File: src/rtl/fetch_pkg.sv
// Shared types and constants for the instruction fetch queue.
package fetch_pkg;

    localparam int unsigned XLEN = 32;
    localparam logic [XLEN-1:0] INSTR_NOP = 32'h00000013;

    // One memory request may be outstanding; WAIT_DROP swallows a response made stale by a redirect.
    typedef enum logic [1:0] {
        StIdle     = 2'd0,
        StWait     = 2'd1,
        StWaitDrop = 2'd2
    } fetch_state_e;

    function automatic logic [XLEN-1:0] pc_next(input logic [XLEN-1:0] pc);
        return pc + XLEN'(4);
    endfunction

endpackage

File: src/rtl/fetch_fifo.sv
// Circular buffer holding fetched {instruction, pc} pairs; flush empties it in one cycle.
module fetch_fifo #(
    parameter int unsigned DEPTH = 4,
    parameter int unsigned WIDTH = 64
) (
    input  logic                   clk_i,
    input  logic                   rst_i,
    input  logic                   push_i,
    input  logic [WIDTH-1:0]       data_i,
    input  logic                   pop_i,
    input  logic                   flush_i,
    output logic [WIDTH-1:0]       head_o,
    output logic                   full_o,
    output logic                   empty_o,
    output logic [$clog2(DEPTH):0] count_o
);

    localparam int unsigned PtrW = $clog2(DEPTH);

    logic [WIDTH-1:0] mem_q [DEPTH];
    logic [PtrW-1:0]  wr_ptr_q, wr_ptr_d;
    logic [PtrW-1:0]  rd_ptr_q, rd_ptr_d;
    logic [PtrW:0]    count_q, count_d;
    logic             do_push, do_pop;

    assign full_o  = (count_q == (PtrW + 1)'(DEPTH));
    assign empty_o = (count_q == '0);
    assign count_o = count_q;
    assign head_o  = mem_q[rd_ptr_q];

    assign do_push = push_i && !full_o && !flush_i;
    assign do_pop  = pop_i && !empty_o && !flush_i;

    always_comb begin
        wr_ptr_d = wr_ptr_q;
        rd_ptr_d = rd_ptr_q;
        count_d  = count_q;
        if (flush_i) begin
            wr_ptr_d = '0;
            rd_ptr_d = '0;
            count_d  = '0;
        end else begin
            if (do_push) wr_ptr_d = wr_ptr_q + PtrW'(1);
            if (do_pop)  rd_ptr_d = rd_ptr_q + PtrW'(1);
            unique case ({do_push, do_pop})
                2'b10:   count_d = count_q + (PtrW + 1)'(1);
                2'b01:   count_d = count_q - (PtrW + 1)'(1);
                default: count_d = count_q;
            endcase
        end
    end

    always_ff @(posedge clk_i) begin
        if (rst_i) begin
            wr_ptr_q <= '0;
            rd_ptr_q <= '0;
            count_q  <= '0;
        end else begin
            wr_ptr_q <= wr_ptr_d;
            rd_ptr_q <= rd_ptr_d;
            count_q  <= count_d;
        end
    end

    always_ff @(posedge clk_i) begin
        if (do_push) mem_q[wr_ptr_q] <= data_i;
    end

endmodule

File: src/rtl/fetch_queue.sv
// Decoupled fetch stage: one outstanding imem request, responses buffered for decode.
// Define FETCH_QUEUE_BYPASS_EN to forward a response straight to decode when the queue is empty.
module fetch_queue
    import fetch_pkg::*;
#(
    parameter int unsigned     DEPTH    = 4,
    parameter logic [XLEN-1:0] RESET_PC = 32'h00000000
) (
    input  logic            clk,
    input  logic            rst,
    input  logic            redirect_valid,
    input  logic [XLEN-1:0] redirect_pc,
    output logic            imem_req,
    output logic [XLEN-1:0] imem_addr,
    input  logic            imem_gnt,
    input  logic            imem_rvalid,
    input  logic [XLEN-1:0] imem_rdata,
    output logic            inst_valid,
    output logic [XLEN-1:0] inst,
    output logic [XLEN-1:0] inst_pc,
    input  logic            inst_ready
);

    localparam int unsigned CntW = $clog2(DEPTH) + 1;

    fetch_state_e    state_q, state_d;
    logic [XLEN-1:0] fetch_pc_q, fetch_pc_d;
    logic [XLEN-1:0] req_pc_q, req_pc_d;

    logic              fifo_push, fifo_pop, fifo_full, fifo_empty;
    logic [CntW-1:0]   fifo_count;
    logic [2*XLEN-1:0] fifo_head;
    logic              grant, rsp_accept, head_valid;

    // Requesting only from IDLE with a free slot reserves room for the single outstanding response.
    assign imem_req   = !rst && (state_q == StIdle) && !redirect_valid
                        && (fifo_count < CntW'(DEPTH));
    assign imem_addr  = fetch_pc_q;
    assign grant      = imem_req && imem_gnt;
    assign rsp_accept = !rst && (state_q == StWait) && imem_rvalid && !redirect_valid;
    assign head_valid = !rst && !fifo_empty;
    assign fifo_pop   = head_valid && inst_ready && !redirect_valid;

`ifdef FETCH_QUEUE_BYPASS_EN
    logic bypass;

    assign bypass    = rsp_accept && fifo_empty;
    assign fifo_push = rsp_accept && !(bypass && inst_ready);

    always_comb begin
        inst_valid = head_valid;
        inst       = INSTR_NOP;
        inst_pc    = '0;
        if (head_valid) begin
            inst    = fifo_head[2*XLEN-1:XLEN];
            inst_pc = fifo_head[XLEN-1:0];
        end else if (bypass) begin
            inst_valid = 1'b1;
            inst       = imem_rdata;
            inst_pc    = req_pc_q;
        end
    end
`else
    assign fifo_push  = rsp_accept;
    assign inst_valid = head_valid;
    assign inst       = head_valid ? fifo_head[2*XLEN-1:XLEN] : INSTR_NOP;
    assign inst_pc    = head_valid ? fifo_head[XLEN-1:0] : '0;
`endif

    always_comb begin
        state_d    = state_q;
        fetch_pc_d = fetch_pc_q;
        req_pc_d   = req_pc_q;
        case (state_q)
            StIdle: begin
                if (grant) begin
                    req_pc_d   = fetch_pc_q;
                    fetch_pc_d = pc_next(fetch_pc_q);
                    state_d    = StWait;
                end
            end
            StWait: begin
                // A response coinciding with a redirect completes the transaction; its data is dropped.
                if (imem_rvalid)         state_d = StIdle;
                else if (redirect_valid) state_d = StWaitDrop;
            end
            StWaitDrop: begin
                if (imem_rvalid) state_d = StIdle;
            end
            default: state_d = StIdle;
        endcase
        if (redirect_valid) fetch_pc_d = redirect_pc & ~XLEN'(3);
    end

    always_ff @(posedge clk) begin
        if (rst) begin
            state_q    <= StIdle;
            fetch_pc_q <= RESET_PC;
            req_pc_q   <= '0;
        end else begin
            state_q    <= state_d;
            fetch_pc_q <= fetch_pc_d;
            req_pc_q   <= req_pc_d;
        end
    end

    fetch_fifo #(
        .DEPTH (DEPTH),
        .WIDTH (2 * XLEN)
    ) u_fifo (
        .clk_i   (clk),
        .rst_i   (rst),
        .push_i  (fifo_push),
        .data_i  ({imem_rdata, req_pc_q}),
        .pop_i   (fifo_pop),
        .flush_i (redirect_valid),
        .head_o  (fifo_head),
        .full_o  (fifo_full),
        .empty_o (fifo_empty),
        .count_o (fifo_count)
    );

    a_push_has_slot: assert property (@(posedge clk) disable iff (rst) fifo_push |-> !fifo_full);

endmodule

File: config.mk
export PLATFORM = sky130hd
export DESIGN_NAME = fetch_queue
export DESIGN_NICKNAME = d
export VERILOG_FILES = /design/src/rtl/fetch_pkg.sv /design/src/rtl/fetch_fifo.sv /design/src/rtl/fetch_queue.sv
export SDC_FILE = /design/constraint.sdc
export NUM_CORES = 1
export LEC_CHECK = 0
export ABC_CLOCK_PERIOD_IN_PS = 10800
export CAP_MARGIN = 20
export CORE_ASPECT_RATIO = 0.6
export CORE_MARGIN = 2
export CORE_UTILIZATION = 30
export DETAILED_ROUTE_END_ITERATION = 10
export GPL_TIMING_DRIVEN = 0
export HOLD_SLACK_MARGIN = 0.05
export PLACE_DENSITY = 0.47
export SLEW_MARGIN = 20
export SYNTH_ARGS = -nofsm -noshare
export SYNTH_HDL_FRONTEND = slang
export SYNTH_SLANG_ARGS = --single-unit
File: constraint.sdc
create_clock -name clk -period 10.8 [get_ports clk]
set_clock_uncertainty 0.2 [all_clocks]
set_input_delay 2.16 -clock clk [delete_from_list [all_inputs] [get_ports clk]]
set_output_delay 2.16 -clock clk [all_outputs]
set_load 0.05 [all_outputs]
Yosys cells after proc, flatten, opt, wreduce, memory -nomap -nowiden. Memories as Yosys holds them, arrays and structs flattened. A register that Yosys moved wholly into a read port is not among the register bits. Index checks and enable logic that the tools add are counted. Widths: inputs -> output; s select.

$lt $le $gt $ge: 1. Equality and inequality tests: 8. Multiplexer cells: 15. Add/subtract/negate cells: 5. Reductions and logical operators: 27.

Operator list (number): $mux 32 (5); $add 32x3->32 const B (1); $logic_and 1x1->1 (14); $mux 2 (6); $pmux 2 s3 (1); $pmux 3 s2 (1); $reduce_bool 2->1 (3); $add 2x1->2 const B (2); $eq 2x1->1 const B (2); $eq 2x2->1 const B (2); $logic_not 1->1 (4); $ne 2x2->1 const B (2); $reduce_and 2->1 (2); $add 3x1->3 const B (1); $eq 3x3->1 const B (1); $logic_not 3->1 (1); $lt 3x3->1 const B (1); $ne 3x3->1 const B (1); $reduce_and 3->1 (1); $sub 3x1->3 const B (1); $logic_not 2->1 (1); $mux 1 (2); $reduce_or 2->1 (1).

Output and inout bits: 98. Memories kept: 1. Flip-flop bits (word level): 73. Memory bits (writable): 256. Bits of input ports: 70. Word-level logic and storage cells: 64.

Memories: u_fifo.mem_q (words 4, width 64, rd ports 1, clocked after Yosys merged registers in 1, write ports 1, line fetch_fifo.sv:20) `logic [WIDTH-1:0] mem_q [DEPTH];`.

Depth between registers and ports, before layout. Gate-level depths: netlist of run 1.

Depth in word-level cells: 9. Mapped depth: 11. Depth with buffers taken out: 9.

Hierarchy. From an unflattened synthesis of run 1, not the netlist that was laid out.

Cells, all modules: 845. Area, all modules: 13122.6 µm².

By module, submodules not included: fetch_fifo (area an instance 9765.6 µm², times used 1, seq. area each 7867.5 µm², cells an instance 391); fetch_queue (area an instance 3357.0 µm², times used 1, seq. area each 1241.2 µm², cells an instance 454).

Worst setup path after synthesis of run 1. OpenSTA, ideal clock, no wires.

Path type: input -> output. Start point: input port redirect_valid. End point: output port imem_req. Setup slack: 4018 ps. Buffers on the path: 3. Arrival: 4422 ps. Cell stages on the path: 5. Data required time: 8440 ps. Cells stage by stage: clkbuf_1 -> or2_2 -> clkbuf_4 -> clkbuf_1 -> nor4_1.

Word-level cells in the longest chain between the ends: 3.

Ends and longest elaborated chain: from (decl) (line fetch_queue.sv:11) `input logic redirect_valid,`; $logic_not 1->1 (line fetch_queue.sv:36) `assign imem_req = !rst && (state_q == StIdle) && !redirect_valid`; $logic_and 1x1->1 (line fetch_queue.sv:36); $logic_and 1x1->1 (line fetch_queue.sv:37) `&& (fifo_count < CntW'(DEPTH));`; to (decl) (line fetch_queue.sv:13) `output logic imem_req,`.

No other way between the ends.

Worst setup path in the final report of run 1.
Start point: input port rst. End point: output port inst_pc[30].

Word-level cells in the longest chain between the ends: 3.

Ends and longest elaborated chain: from (decl) (line fetch_queue.sv:10) `input logic rst,`; $logic_not 1->1 (line fetch_queue.sv:41) `assign head_valid = !rst && !fifo_empty;`; $logic_and 1x1->1 (line fetch_queue.sv:41); $mux 32 (line fetch_queue.sv:67) `assign inst_pc = head_valid ? fifo_head[XLEN-1:0] : '0;`; to (decl) (line fetch_queue.sv:20) `output logic [XLEN-1:0] inst_pc,`.

No other way between the ends.

==> run metrics, run 1 <==
Worst Path Class, Setup=in -> out; CP arrival=5.12 ns; syn avg cell area=around 16 sq um; Initial Util=0.304; antenna violations before repair=0; Max stage delay on crit path=0.85 ns; CTS max path bufs=3; RSZ-0062 raised after global routing=no; main combinational cell family by area after synthesis=multiplexers; fin crit share=0.692; buffers added on ports=between 150 and 200; global-route wire length before repair=just over 50 mm; Final nets=1090; power density cells=approximately 160 nW/um^2; Setup WS pre-CTS=roughly 3.2 ns; drt initial violations=just over 500; clock edge transition at the registers on the reported setup and hold paths=approximately 0.070 ns; cell area after layout=16300 sq um; EDFF count, synth=248; CP Capture Type=output pin; critical path peak fanout=10; post-layout min period=~7.5 ns; Synth Flop Type=edfxtp_1; hpwl dp=approximately 23 mm; vias post-DR=between 7000 and 8000; Finish-stage setup viols=0; vias in the first global route=approximately 7700; Wirelength per Cell=around 21 microns; Rows=58; Post-Route WL=34.0 mm; multi-input logic area=about 3600 sq um; num ports=between 150 and 200; Cell variety after synth=57; CP max-delay cell=clkdlybuf4s50_1; critical path required time=8.44 ns; Hold Crit Class=reg -> reg; # fillers=3963; synthesized cell area=around 13000 sq um; DRC violations left=0; final core utilization=0.388; sequential cell area=slightly below 9000 sq um; worst ir drop on vdd=~0.089 mV; Antenna Diode Count=0; status=complete, no violations; top achievable clock speed=approximately 130 MHz; gr usage total=0.154; sequential area share after synthesis=0.695; XOR/XNOR share of the synthesized area=0.0123; flops & latches, synth=319; Synth Warn #=0; DRT Pass-1 Iters=4; Final Hold Viols=0; CTS Buf Count=31; Compound-Gate Fraction of Synth Area=0.0458; die width=270 microns; pin count of the biggest net entering global routing=38; final setup margin=3.32 ns; Simple-Gate Fraction of Synth Area=0.103; Worst Tran Pin Value=0.826 ns; Slew Limit Headroom=0.449; H-tree Lvls=1; CTS resizes=0; post-synthesis mux area share=0.113; # hold bufs at CTS=0; placed inst area=15200 sq um; most used cell, CP=clkdlybuf4s50_1; fraction of layout cells with a size suffix above 1=0.151; ys async rst share=0; Slew Limit Fails=0; Synth Area in Adders=0.00745; Gate Count Post-Synth=~810; Area Overhead vs Synth=27.4%; CTS Sinks=roughly 320; CTS tree=yes; Antenna Nets Post-Route=0; root buffer cell=clkbuf_16; total negative slack=0 ns; Via density=4.72; crit-path cells=clkdlybuf4s50_1 -> nor2_1 -> clkbuf_1 -> and2_1 -> clkdlybuf4s50_1; Worst-Skew Late Latency=between 0.5 and 0.6 ns; RePlAce Congestion=about 0.78; post-CTS setup buffer count=0; CORE AREA=between 40000 and 50000 sq um; max-cap viol count=0; die area=44300 sq um; crit start category=primary input; gr ovfl total=0; Leak Pwr=about 5.2 nW; overall die height=~160 microns
[final timing paths]
kind	start	endpoint	slack (ns)	cells after the start
max reg2reg	u_fifo.count_o[2]	u_fifo.count_o[2]	7.98	8
max	rst	inst_pc[30]	3.32	5
min reg2reg	req_pc_q[20]	req_pc_q[20]	0.30	2
min	req_pc_q[20]	req_pc_q[20]	0.30	2
[cells by family after synthesis]
kind of cell             count (synthesis)
other                                    1
multiplexers                            66
XOR/XNOR                                18
AND/OR/NAND/NOR                        246
buffers and inverters                   63
adder cells (fa/ha/maj)                  7
AO/OA/AOI/OAI                           93
flip-flops                             319
[registers in the layout (all words and copies together), names as in the netlist, named ones only]
register and cells:
imem_addr 30, u_fifo.count_o 3, u_fifo.mem_q 248, state_q 2, u_fifo.rd_ptr_q 2, u_fifo.wr_ptr_q 2
req_pc_q 30
[where the power goes]
group          leakage, nW  internal (mW)  switching [mW]
combinational         1.72         0.0494          0.0746
clock                0.523          0.658           0.485
sequential            2.99           1.32          0.0172
[cell usage after synthesis (all sizes together) (2+ instances only)]
cell type	number	share of area
mux2	2	0.0018
a31oi	14	0.0069
buf	18	0.0086
o22ai	5	0.0024
a22oi	6	0.0035
a211oi	6	0.0039
or4	2	0.0015
inv	12	0.0035
xnor2	10	0.0069
mux2i	2	0.0016
nor4b	3	0.0021
a311o	2	0.0016
dfxtp	71	0.11
or3	10	0.0051
and4	3	0.0021
xor2	8	0.0055
mux4	62	0.11
and3	6	0.0029
clkbuf	33	0.012
and2	71	0.035
nand3	10	0.0049
nand4	14	0.0069
a21oi	46	0.018
nor3	6	0.0024
nor4	9	0.0061
o21ai	5	0.0020
edfxtp	248	0.58
o311ai	2	0.0014
ha	6	0.0059
nor2	27	0.0079
nand2	81	0.024
[worst max-delay path, delay by kind of cell]
| kind | cells | cell delay [ns] |
|---|---|---|
| buffers and inverters | 3 | 2.02 |
| AND/OR/NAND/NOR | 2 | 0.92 |
[cell usage in the layout, fill, tap and decap left out, types with 3 or more instances in the layout]
cell               n
clkinvlp_4         4
mux4_2            62
dfxtp_1           71
xnor2_1           10
a31oi_1           14
nor4b_1            3
ha_1               6
nand4_1           14
buf_12             3
o22ai_1            5
a211oi_1           5
clkbuf_8           5
clkdlybuf4s50_1  160
a22oi_1            6
nor4_1             7
a21oi_1           46
buf_2             10
and2_1            67
or3_1              8
nor3_1             6
and3_1             6
nand3_1            9
conb_1             4
bufinv_16          4
o21ai_0            4
clkbuf_16         32
and2_4             4
nor2_1            27
xor2_1             8
inv_1             12
buf_4              6
clkinv_2           7
edfxtp_1         248
clkbuf_1          31
and4_1             3
nand2_1           81
[layout make-up]
cell class,instances,share of cell area
multi-input cells,434,0.222
inverters,12,0.00277
plain buffers,51,0.0159
clock inverters,21,0.0137
flip-flops and latches,319,0.545
well taps,570,0.0438
clock buffers,37,0.0522
repair buffers,164,0.104
[per-stage QoR]
step           cells  hold slack (ns)  power [mW]
6_report        1608            0.303        2.61
5_1_grt         1608            0.333        2.70
3_3_place_gp    1546            0.290        1.49
3_5_place_dp    1550            0.295        1.49
4_1_cts         1608            0.307        2.64
2_1_floorplan    816            0.260        1.42
[metal layers]
metal	wire length (microns)	track usage	part of all wire	vias to the layer above
met2	15600	0.245	0.46	200
met4	600	0.0316	0.018	0
met3	1830	0.0330	0.054	42
met5	0	0	0	-
met1	16000	0.220	0.47	3844
li1	-	-	-	3511
Power figures use the tool's default switching activity.
==> run 2, diff against run 1 <==
ABC_CLOCK_PERIOD_IN_PS = 6300   (was 10800)
PLACE_DENSITY = 0.48   (was 0.47)
clock period = 6.3 ns   (was 10.8 ns; I/O delays follow)
==> run 2 against run 1 <==
  * Via count grew 1.2%
  * Register-to-register slack worse by 4.6 ns
  * Sequential cell count stayed put
  * Clock power up 52%
  * Utilization shrank 0.37 points
  * Non-clock buffer count unchanged
  * Routed wire length up 0.65%
  * Clock-buffer cell count rose by 1
  * Sequential share of layout area up 0.52 points
  * Die area did not move
  * First-iteration DRC count increased by 23%
  * Critical endpoint is now inst_pc[27]
==> run metrics, run 2 (synthesis results as in run 1) <==
Hold Path End=req_pc_q[11] (was req_pc_q[20]); CTS Buf Count=31 (unchanged); Final nets=1090 (unchanged); # hold bufs at CTS=0 (unchanged); register share of total power=0.543 (was 0.514); Rows=58 (unchanged); Antenna Diode Count=0 (unchanged); CTS max path bufs=3 (unchanged); global-route wire length before repair=51.4 mm (was 50.9 mm); gr ovfl total=0 (unchanged); overall die height=164 microns (unchanged); sequential cell area=8870 sq um (unchanged); multi-input logic area=3620 sq um (unchanged); gr usage total=0.154 (about the same); # fillers=4002 (was 3963); vias post-DR=7685 (was 7597); worst ir drop on vdd=0.172 mV (was 0.0888 mV); CORE AREA=41900 sq um (unchanged); Wirelength per Cell=21.3 microns (was 21.2 microns); H-tree Lvls=1 (unchanged); sw power=0.945 mW (was 0.577 mW); buffers added on ports=160 (unchanged); antenna violations before repair=0 (unchanged); final hold slack=0.297 ns (was 0.303 ns); post-layout min period=5.88 ns; post-placement cell count=1550 (unchanged); max-cap viol count=0 (unchanged); CP Capture Type=output pin (unchanged); Initial Util=0.304 (unchanged); Slew Limit Fails=0 (unchanged); Final Instance Count excl. Fillers=1605 (was 1608); hold depth=2 (unchanged); Leak Pwr=5.15 nW (was 5.23 nW); critical path required time=4.84 ns (was 8.44 ns); power density cells=263 nW/um^2 (was 160 nW/um^2); register-to-register setup slack=3.39 ns (was 7.98 ns); CTS tree=yes (unchanged); status=complete, no violations (unchanged); Internal=3.30 mW (was 2.03 mW); DRC violations left=0 (unchanged); clock power share=0.407 (was 0.438); clock edge transition at the registers on the reported setup and hold paths=0.06 ns (was 0.07 ns); CP arrival=4.42 ns (was 5.12 ns); final core utilization=0.384 (was 0.388); Post-Route WL=34.2 mm (was 34.0 mm); Top reg by flops=u_fifo.mem_q (unchanged); commonest cells after routing, fill and taps aside=edfxtp_1 (248), clkdlybuf4s50_1 (160), nand2_1 (81), dfxtp_1 (71), and2_1 (67) (unchanged); post-CTS setup buffer count=0 (unchanged); worst hold start=req_pc_q[11] (was req_pc_q[20]); root buffer cell=clkbuf_16 (unchanged); critical path peak fanout=10 (unchanged); Worst Tran Pin Value=0.947 ns (was 0.826 ns); number of flip-flops under the largest register name=248 (unchanged); num ports=168 (unchanged); switch share=0.223 (was 0.221); R2R cell count=8 (unchanged); fin crit share=0.934; Final Hold Viols=0 (unchanged); top achievable clock speed=about 170 MHz; RSZ-0062 raised after global routing=no (unchanged); CTS resizes=0 (unchanged); Antenna Nets Post-Route=0 (unchanged); R2R Path End=u_fifo.count_o[2] (unchanged); total negative slack=0 ns (unchanged); hpwl dp=23.2 mm (was 22.8 mm); Worst Path Class, Setup=in -> out (unchanged); CTS Sinks=319 (unchanged); fraction of layout cells with a size suffix above 1=0.139 (was 0.151); vias in the first global route=7897 (was 7745); die area=44300 sq um (unchanged); drt initial violations=634 (was 514); leading cell type in the layout, fill and taps excluded=edfxtp_1 (unchanged); Area Overhead vs Synth=26.2% (was 27.4%); Comb power frac=0.050 (was 0.048); crit start category=primary input (unchanged); total power=4.24 mW (was 2.61 mW); Worst-Skew Late Latency=0.57 ns (was 0.58 ns); Reg-to-Reg Start=u_fifo.count_o[2] (unchanged); Via density=4.79 (was 4.72); die width=270 microns (unchanged); RePlAce Congestion=0.826 (was 0.776); DRT Pass-1 Iters=5 (was 4); Finish-stage setup viols=0 (unchanged); Hold Crit Class=reg -> reg (unchanged); pin count of the biggest net entering global routing=37 (was 38); Slew Limit Headroom=0.367 (was 0.449)
-- run 2: cell count changes in the layout (fill, tap and decap cells not counted), sizes merged --
cell	delta
bufinv	-3
clkinv	+2
inv	-2
clkbuf	+1
clkinvlp	-1
-- run 2: routing by layer --
layer	global-route usage	up-vias	routed length [microns]
met5	0	-	0
met4	0.0387	0	819
met3	0.0292	49	1880
met2	0.239	223	15200
met1	0.224	3895	16300
li1	-	3518	-
-- run 2: final cells by class --
| class | instances | share of cell area |
|---|---|---|
| plain buffers | 51 | 0.0161 |
| clock buffers | 38 | 0.0498 |
| clock inverters | 17 | 0.00722 |
| inverters | 12 | 0.00280 |
| multi-input cells | 434 | 0.225 |
| flip-flops and latches | 319 | 0.550 |
| well taps | 570 | 0.0443 |
| repair buffers | 164 | 0.105 |
-- run 2: power groups by stage --
stage               registers, mW  clock network (mW)  logic [mW]
floorplan                    2.38                   0      0.0646
global placement             2.35                   0       0.213
detailed placement           2.35                   0       0.214
CTS                          2.30                1.78       0.215
global route                 2.30                1.87       0.226
finish                       2.30                1.73       0.213
-- run 2: worst max-delay path, stage by stage --
cell and delay (ns):
clkdlybuf4s50_1 0.59, nor2_1 0.81, clkbuf_1 0.65, and2_1 0.29, clkdlybuf4s50_1 0.82
-- run 2: through the flow --
step                setup slack [ns]  instance area [sq um]
global placement              -0.357                  15100
global route                   0.276                  16100
finish                         0.417                  16100
detailed placement             0.313                  15200
floorplan                       1.32                  12800
CTS                            0.295                  16100
-- run 2: worst max-delay path by stage --
| stage | from | to | slack, ns | cells past startpoint |
|---|---|---|---|---|
| floorplan | redirect_valid | imem_req | 1.32 | 5 |
| global placement | rst | u_fifo.mem_q[3][47] | -0.36 | 5 |
| detailed placement | rst | inst_pc[27] | 0.31 | 5 |
| CTS | rst | inst_pc[27] | 0.29 | 5 |
| global route | rst | inst_pc[27] | 0.28 | 5 |
| finish | rst | inst_pc[27] | 0.42 | 5 |
==> run 3, diff against run 2 <==
CTS_CLUSTER_SIZE = 8   (was unset)
==> run 3 against run 2 <==
  * Cell count is 1.7% higher
  * Routed wire length up 1.5%
  * Utilization rose by 0.91 points
  * Fmax up 0.16%
  * Register-to-register slack barely moved
  * Clock power increased by 29%
  * Clock-buffer cell count rose by 42
  * Design area grew 2.4%
  * Worst hold slack worse by 0.00051 ns
  * Highest routed layer unchanged
==> run metrics, run 3 (synthesis results as in run 1) <==
Finish-stage setup viols=0 (unchanged); CORE AREA=41900 sq um (unchanged); post-layout min period=5.87 ns (was 5.88 ns); multi-input logic area=3620 sq um (unchanged); final core utilization=0.393 (was 0.384); root buffer cell=clkbuf_16 (unchanged); antenna violations before repair=0 (unchanged); critical path peak fanout=10 (unchanged); global-route wire length before repair=52.2 mm (was 51.4 mm); CTS tree=yes (unchanged); CTS Sinks=319 (unchanged); Reg-to-Reg Start=u_fifo.count_o[2] (unchanged); Worst-Skew Late Latency=0.55 ns (was 0.57 ns); die width=270 microns (unchanged); final setup margin=0.427 ns (was 0.417 ns); CTS resizes=0 (unchanged); # fillers=3997 (was 4002); Internal=3.70 mW (was 3.30 mW); Via density=4.78 (was 4.79); fraction of layout cells with a size suffix above 1=0.142 (was 0.139); Initial Util=0.304 (unchanged); post-CTS setup buffer count=0 (unchanged); clock edge transition at the registers on the reported setup and hold paths=0.05 ns (was 0.06 ns); Final nets=1104 (was 1090); max-cap viol count=0 (unchanged); switch share=0.221 (was 0.223); worst ir drop on vdd=0.156 mV (was 0.172 mV); crit start category=primary input (unchanged); Post-Route WL=34.8 mm (was 34.2 mm); DRC violations left=0 (unchanged); CP Capture Type=output pin (unchanged); Worst Path Class, Setup=in -> out (unchanged); Comb power frac=0.045 (was 0.050); vias post-DR=7801 (was 7685); Rows=58 (unchanged); pin count of the biggest net entering global routing=37 (unchanged); Final Hold Viols=0 (unchanged); commonest cells after routing, fill and taps aside=edfxtp_1 (248), clkdlybuf4s50_1 (160), nand2_1 (81), dfxtp_1 (71), and2_1 (67) (unchanged); RSZ-0062 raised after global routing=no (unchanged); drt initial violations=588 (was 634); hpwl dp=23.2 mm (unchanged); clock power share=0.470 (was 0.407); CTS Buf Count=45 (was 31); hold depth=2 (unchanged); Hold Path End=req_pc_q[19] (was req_pc_q[11]); buffers added on ports=160 (unchanged); R2R Path End=u_fifo.count_o[2] (unchanged); top achievable clock speed=170 MHz (about the same); gr usage total=0.157 (was 0.154); worst hold start=req_pc_q[19] (was req_pc_q[11]); Area Overhead vs Synth=29.2% (was 26.2%); Setup WS pre-CTS=0.313 ns (unchanged); register-to-register setup slack=3.39 ns (about the same); die area=44300 sq um (unchanged); DRT Pass-1 Iters=5 (unchanged); critical path required time=4.84 ns (about the same); sw power=1.05 mW (was 0.945 mW); H-tree Lvls=2 (was 1); CTS max path bufs=3 (unchanged); RePlAce Congestion=0.826 (unchanged); Hold Crit Class=reg -> reg (unchanged); Slew Limit Headroom=0.343 (was 0.367); leading cell type in the layout, fill and taps excluded=edfxtp_1 (unchanged); number of flip-flops under the largest register name=248 (unchanged); Antenna Diode Count=0 (unchanged); Antenna Nets Post-Route=0 (unchanged); Slew Limit Fails=0 (unchanged); vias in the first global route=8085 (was 7897); fin crit share=0.932 (was 0.934); Top reg by flops=u_fifo.mem_q (unchanged); status=complete, no violations (unchanged); Final Instance Count excl. Fillers=1633 (was 1605); Leak Pwr=5.32 nW (was 5.15 nW); power density cells=288 nW/um^2 (was 263 nW/um^2); R2R cell count=8 (unchanged); post-placement cell count=1550 (unchanged); sequential cell area=8870 sq um (unchanged); CP arrival=4.41 ns (was 4.42 ns); overall die height=164 microns (unchanged); # hold bufs at CTS=0 (unchanged); gr ovfl total=0 (unchanged); register share of total power=0.485 (was 0.543); num ports=168 (unchanged); Wirelength per Cell=21.3 microns (about the same); Worst Tran Pin Value=0.981 ns (was 0.947 ns)
-- run 3: cell types whose count changed in the layout (fill, tap and decap cells not counted) --
cell / before / now
clkinvlp_4: 3 / 0
clkbuf_16: 31 / 45
bufinv_16: 1 / 0
clkinv_2: 4 / 0
clkbuf_1: 36 / 64
clkinv_8: 0 / 2
clkinv_4: 1 / 0
clkinv_1: 7 / 0
-- run 3: through the flow --
step	setup TNS [ns]	area, sq um	hold slack [ns]	power (mW)
final	0	16500	0.297	4.75
after global routing	0	16500	0.310	4.93
after CTS	0	16500	0.283	4.82
after detailed placement	0	15200	0.289	2.56
after global placement	-82.86	15100	0.291	2.56
after floorplan	0	12800	0.260	2.44
-- run 3: how the worst max path moves through the flow --
stage	startpoint	to	slack (ns)	cells after the start
floorplan	redirect_valid	imem_req	1.32	5
global placement	rst	u_fifo.mem_q[3][47]	-0.36	5
detailed placement	rst	inst_pc[27]	0.31	5
CTS	rst	inst_pc[27]	0.30	5
global route	rst	inst_pc[27]	0.28	5
finish	rst	inst_pc[27]	0.43	5
-- run 3: critical path, stage by stage --
cell and delay, ns:
clkdlybuf4s50_1 0.60, nor2_1 0.84, clkbuf_1 0.60, and2_1 0.28
clkdlybuf4s50_1 0.82
-- run 3: power groups by stage --
| stage | clock, mW | sequential, mW | combinational [mW] |
|---|---|---|---|
| after floorplan | 0 | 2.38 | 0.0646 |
| after global placement | 0 | 2.35 | 0.213 |
| after detailed placement | 0 | 2.35 | 0.214 |
| after CTS | 2.30 | 2.30 | 0.215 |
| after global routing | 2.40 | 2.31 | 0.226 |
| final | 2.23 | 2.31 | 0.213 |
-- run 3: layout make-up --
cell class              count  area share
plain buffers              51      0.0157
clock buffers              80      0.0763
clock inverters             3     0.00250
inverters                  12     0.00273
multi-input cells         434       0.219
flip-flops and latches    319       0.538
well taps                 570      0.0432
repair buffers            164       0.102
-- run 3: routing by layer --
| metal | wire, microns | vias up | GRT usage |
|---|---|---|---|
| met5 | 0 | - | 0 |
| met4 | 726 | 0 | 0.0429 |
| met3 | 1990 | 53 | 0.0383 |
| met2 | 15500 | 215 | 0.240 |
| met1 | 16600 | 3971 | 0.224 |
| li1 | - | 3562 | - |
